$ cat config.mk
export PLATFORM = sky130hd
export DESIGN_NAME = redirect_ctrl
export DESIGN_NICKNAME = d
export VERILOG_FILES = /design/src/rtl/redirect_ctrl.sv
export SDC_FILE = /design/constraint.sdc
export NUM_CORES = 1
export LEC_CHECK = 0
export ABC_CLOCK_PERIOD_IN_PS = 2300
export CORE_MARGIN = 4
export CORE_UTILIZATION = 40
export DETAILED_ROUTE_END_ITERATION = 12
export PLACE_DENSITY = 0.9
export SYNTH_ARGS = -nofsm -noshare
export SYNTH_HDL_FRONTEND = slang
export SYNTH_SLANG_ARGS = --single-unit
$ cat constraint.sdc
create_clock -name clk_i -period 2.3 [get_ports clk_i]
set_clock_uncertainty 0.1 [all_clocks]
set_input_delay 0.46 -clock clk_i [delete_from_list [all_inputs] [get_ports clk_i]]
set_output_delay 0.46 -clock clk_i [all_outputs]
set_load 0.03 [all_outputs]
$ cat src/rtl/redirect_ctrl.sv
// rtl/redirect_ctrl.sv - sequences branch/trap redirects into a flush window and a fetch redirect
module redirect_ctrl #(
    parameter int FLUSH_CYCLES = 2,
    parameter int CNT_WIDTH    = 16
) (
    input  logic                 clk_i,
    input  logic                 rst_i,
    input  logic                 bu_valid_i,
    input  logic                 bu_mispredict_i,
    input  logic                 bu_instr_jump_i,
    input  logic [31:0]          bu_jump_addr_i,
    output logic                 bu_ready_o,
    input  logic                 trap_valid_i,
    input  logic [31:0]          trap_addr_i,
    output logic                 flush_o,
    output logic                 redirect_valid_o,
    output logic [31:0]          redirect_addr_o,
    input  logic                 fetch_ready_i,
    output logic                 busy_o,
    output logic [CNT_WIDTH-1:0] redirect_cnt_o
);

    localparam int FW = $clog2(FLUSH_CYCLES + 1);

    typedef enum logic [1:0] {
        IDLE     = 2'd0,
        FLUSH    = 2'd1,
        REDIRECT = 2'd2
    } state_t;

    state_t               state_q, state_d;
    logic [FW-1:0]        fcnt_q, fcnt_d;
    logic [31:0]          target_q, target_d;
    logic [CNT_WIDTH-1:0] rcnt_q, rcnt_d;

    logic branch_evt;
    logic accept;

    assign branch_evt = bu_valid_i & (state_q == IDLE) & (bu_mispredict_i | bu_instr_jump_i);
    assign accept     = trap_valid_i | branch_evt;

    always_comb begin
        state_d  = state_q;
        fcnt_d   = fcnt_q;
        target_d = target_q;
        rcnt_d   = rcnt_q;
        if (accept) begin
            // A trap preempts everything, including a same-cycle branch or fetch handshake.
            state_d  = FLUSH;
            fcnt_d   = FW'(FLUSH_CYCLES);
            target_d = trap_valid_i ? {trap_addr_i[31:1], 1'b0} : {bu_jump_addr_i[31:1], 1'b0};
            if (rcnt_q != {CNT_WIDTH{1'b1}}) begin
                rcnt_d = rcnt_q + 1'b1;
            end
        end else begin
            case (state_q)
                FLUSH: begin
                    if (fcnt_q == FW'(1)) begin
                        state_d = REDIRECT;
                    end
                    fcnt_d = fcnt_q - 1'b1;
                end
                REDIRECT: begin
                    if (fetch_ready_i) begin
                        state_d = IDLE;
                    end
                end
                default: state_d = IDLE;
            endcase
        end
    end

    always_ff @(posedge clk_i) begin
        if (rst_i) begin
            state_q  <= IDLE;
            fcnt_q   <= '0;
            target_q <= '0;
            rcnt_q   <= '0;
        end else begin
            state_q  <= state_d;
            fcnt_q   <= fcnt_d;
            target_q <= target_d;
            rcnt_q   <= rcnt_d;
        end
    end

    assign bu_ready_o       = (state_q == IDLE);
    assign busy_o           = (state_q != IDLE);
    assign flush_o          = (state_q == FLUSH);
    assign redirect_valid_o = (state_q == REDIRECT);
    assign redirect_addr_o  = target_q;
    assign redirect_cnt_o   = rcnt_q;

endmodule

== Word-level counts from Yosys, hierarchy flattened ==
Index checks and enable logic that the tools add are counted.

* Bits in registers: 52
* Input bits: 71
* Output and inout bits: 52
* Logic and storage cells: 34

* Add/sub/neg operators: 2
* Equality and inequality tests: 8
* Multiplexer cells: 7
* Bitwise operators: 4
* Reductions and logical operators: 7

{| class="wikitable"
|+ Operator list
! cell !! count
|-
| 32-bit two-way mux || 1
|-
| 16-bit by 1-bit adder with 16-bit output, second input constant || 1
|-
| 16-bit inequality test, second input constant || 1
|-
| 2-bit two-way mux || 4
|-
| 3-bit by 1-bit inequality test with 1-bit output, second input constant || 2
|-
| 2-bit AND reduction || 3
|-
| 2-bit by 1-bit == test with 1-bit output, second input constant || 2
|-
| 2-bit by 1-bit inequality test with 1-bit output, second input constant || 2
|-
| 2-bit case mux with 2 select lines || 1
|-
| 2-bit nonzero test || 2
|-
| 1-bit AND || 2
|-
| 2-bit == test, second input constant || 1
|-
| 2-bit zero test || 1
|-
| 1-bit OR || 2
|-
| 2-bit OR reduction || 1
|-
| 2-bit by 1-bit subtractor with 2-bit output, second input constant || 1
|-
| 1-bit two-way mux || 1
|}

== Longest topological paths before layout ==
* Depth in word-level cells: 6
* Gate-level depth with buffers: 7
* Mapped depth without buffers: 5

== Least setup slack after synthesis ==
No wires, ideal clock.

* Kind: register to register
* Start: register rcnt_q[0] (netlist: redirect_cnt_o[0])
* End: register rcnt_q[11] (netlist: redirect_cnt_o[11])
* Library setup time: 123 ps
* Data arrival time: 1843 ps
* Slack: 234 ps
* Stages on the path, launching flop included: 7
* Path buffers: 1
* Clock period less this slack: 2066 ps
* Cells stage by stage: dfxtp_1 > ha_1 > and4_1 > and4_1 > buf_6 > nor4_1 > mux2_1

* Word-level cells in the longest chain between the ends: 2

{| class="wikitable"
|+ Ends and longest elaborated chain
! what !! line !! source
|-
| start: declaration || 34 || <nowiki>logic [CNT_WIDTH-1:0] rcnt_q, rcnt_d;</nowiki>
|-
| start signal: assignment || 83 || <nowiki>rcnt_q <= rcnt_d;</nowiki>
|-
| parallel branches: the longest is 2 deep, another holds 16-bit by 1-bit adder with 16-bit output || -- ||
|}

Several ways; the timed one is not identified.
A chain may end at the register's enable or synchronous reset.

== Final worst setup path ==
* Start: register state_q[0]
* End: output flush_o

* Word-level cells in the longest chain between the ends: 1

{| class="wikitable"
|+ Ends and longest elaborated chain
! what !! line !! source
|-
| start: declaration || 31 || <nowiki>state_t state_q, state_d;</nowiki>
|-
| start signal: assignment || 80 || <nowiki>state_q <= state_d;</nowiki>
|-
| 2-bit by 1-bit == test with 1-bit output || 89 || <nowiki>assign flush_o = (state_q == FLUSH);</nowiki>
|-
| end: declaration || 15 || <nowiki>output logic flush_o,</nowiki>
|}

No other way between the ends.

==> reports/metrics.yaml <==
run_status:
  status: "finished, final reports clean"
global_route:
  track_usage_pct: 18.7
  grt_pass1_vias: 2414
  top_usage_layer: "met2"
  grt_max_degree: 63
  grt_util_met1_pct: 22.1
  grt_pass1_wl_um: 11300
  use_met2_pct: 32.8
  grt_overflow: 0
  use_met3_pct: 4.47
  antenna_found_initial: 0
yosys:
  synthesis.area_um2: 2470
  ys_warn_count: 0
  synth_cells: 270
  synth_area_leader_cell: "dfxtp_1"
  synth.avg_cell_area_um2: 9.14
  synth.area.top_cells: "dfxtp_1, mux2i_1, a211oi_1, nor2_1, a21oi_1"
  syn_nets: 343
  yosysTopAreaCellShare_pct: 41.4
  ys_seq_area_share_pct: 41.4
  synthDistinctLibCells: 36
  synth_seq_cells: 51
hold_path:
  hp-start: "redirect_cnt_o[5]$_SDFFE_PP0P_"
  hp-class: "reg2reg"
  min_to: "redirect_cnt_o[5]$_SDFFE_PP0P_"
  holdPathStages: 2
clock_tree:
  cts_tree: "done"
  root_buffer: "clkbuf_8"
  cts_max_level: 2
  cts_buffers: 5
  clk_latency_ns: 0.30
  ctsHoldBuffers: 0
  cts_setup_buffers: 0
  cts-resized-gates: 0
  cts_sinks: 51
  clk_pin_slew_worst_paths_ns: 0.09
  clk_path_buf_depth: 2
setup_path:
  worstSetupPathType: "reg2out"
  crit_path_max_fanout: 3
  r2r_slack_ns: 0.24
  cp-end-kind: "primary output"
  regToRegStartpoint: "redirect_cnt_o[0]$_SDFFE_PP0P_"
  arrival_ns: 1.59
  rr_endpoint: "redirect_cnt_o[11]$_SDFFE_PP0P_"
  startpoint_type: "flip-flop"
  r2r_cells: 5
  crit_required_ns: 1.74
floorplan:
  core.rowCount: 28
  fp.dieH_um: 86.6
  die_area_um2: 7490
  core_area_um2: 5960
  die_w_um: 86.6
  io_pins: 123
  initial_utilization_pct: 41.4
sta:
  tns_ns: 0
  finalCriticalPeriod_ns: 2.15
  worst_pin_slew_ns: 0.582
  period_share_pct: 93.7
  slew_violations: 0
  whs_ns: 0.424
  setup-violations-final: 0
  timing.fmax_mhz: 464
  grt_setup_unrepaired: "no"
  hold_violations: 0
  slew_headroom_pct: 61.2
power:
  worst_ir_drop_vdd_v: 0.000437
  leakagePower_uw: 0.00138
  p_per_area_nw_per_um2: 557
detailed_routing:
  via_per_inst: 5.33
  dr.first_iter.drc_count: 115
  wl_per_cell_um: 15.4
  detail-route-antenna-nets: 0
  firstDrtPassIters: 4
  num_vias: 2440
  drt-total-wl_um: 7030
  drc: 0
final_layout:
  final_cell_mix: "clkdlybuf4s50_1, dfxtp_1, nor2_1"
  layout_commonest_cell: "clkdlybuf4s50_1"
  n_antenna_cell: 0
  fin_nets: 455
  drive_above_1_share_pct: 6.53
  area_growth_pct: 55.3
placement:
  hpwl_um: 5320
  port_buffers: 119
  place_congestion: 0.842
job:
  maxCapViolCount: 0
-- registers in the layout (all words and copies together) (netlist names) --
register         cells
state_q              2
fcnt_q               2
redirect_cnt_o      16
redirect_addr_o     31
-- cell usage after synthesis, drive strengths merged --
master    n
o31ai     8
and3      3
a21oi    13
a211oi   31
nand2b    1
dfxtp    51
nand2     4
ha        2
nand4     4
or4       7
conb      1
mux2i    31
nor3      2
inv       5
nor2b     7
o21a      1
xnor2     1
buf       8
and4      4
nor4      5
a22oi     1
or3       2
o21ai     5
nor2     41
and2b     1
nand3    10
o2111ai   1
mux2      6
clkbuf   14
-- power by group --
| part | total, µW | internal (µW) | switching, µW | leakage (µW) |
|---|---|---|---|---|
| registers | 963 | 933 | 29.5 | 0.000421 |
| logic | 525 | 270 | 255 | 0.000900 |
| clock network | 648 | 352 | 295 | 0.0000612 |
| total | 2140 | 1560 | 580 | 0.00138 |
-- through the flow --
step	std cells	util (%)	area, µm²	power, µW	setup slack, ns
floorplan	270	-	2470	1250	0.234
global placement	450	62.4	3720	1490	0.0377
detailed placement	450	62.4	3720	1510	0.00828
CTS	458	64.4	3830	2160	0.110
global route	458	64.4	3830	2230	0.0551
finish	458	64.4	3830	2140	0.145
-- area by class of cell --
class	count	area (µm²)
well taps	75	93.8
clock inverters	2	35.0
clock buffers	6	82.6
repair buffers	127	1270
flip-flops and latches	51	1020
fillers	510	2120
inverters	5	18.8
multi-input cells	192	1310
-- critical path, cell delays in order, from the launching register on --
cell and delay, ns:
dfxtp_1 0.39, nor2b_1 0.21, clkdlybuf4s50_1 0.70
-- layer usage --
layer | wire length [µm] | vias to the layer above
li1 | - | 1211
met1 | 2800 | 1123
met2 | 3650 | 95
met3 | 453 | 11
met4 | 129 | 0
met5 | 0 | -
-- logic make-up after synthesis --
group                      synth area share [%]
DFF                                        41.4
other                                     0.152
buffers and inverters                      5.68
muxes                                      15.3
xor gates and xnor gates                  0.355
and+or+nand+nor                            19.4
adders and majority gates                  1.01
AOI/OAI and AO/OA                          16.8
-- worst max-delay path by stage --
stage	start	endpoint	slack, ns	cells after the start
final	state_q[0]$_SDFFE_PP0P_	flush_o	0.15	2
after global routing	state_q[0]$_SDFFE_PP0P_	flush_o	0.06	2
after CTS	state_q[0]$_SDFFE_PP0P_	flush_o	0.11	2
after detailed placement	bu_mispredict_i	redirect_cnt_o[15]$_SDFFE_PP0P_	0.008	5
after global placement	bu_valid_i	redirect_cnt_o[13]$_SDFFE_PP0P_	0.04	5
after floorplan	redirect_cnt_o[0]$_SDFFE_PP0P_	redirect_cnt_o[11]$_SDFFE_PP0P_	0.23	6
Power figures use the tool's default switching activity.
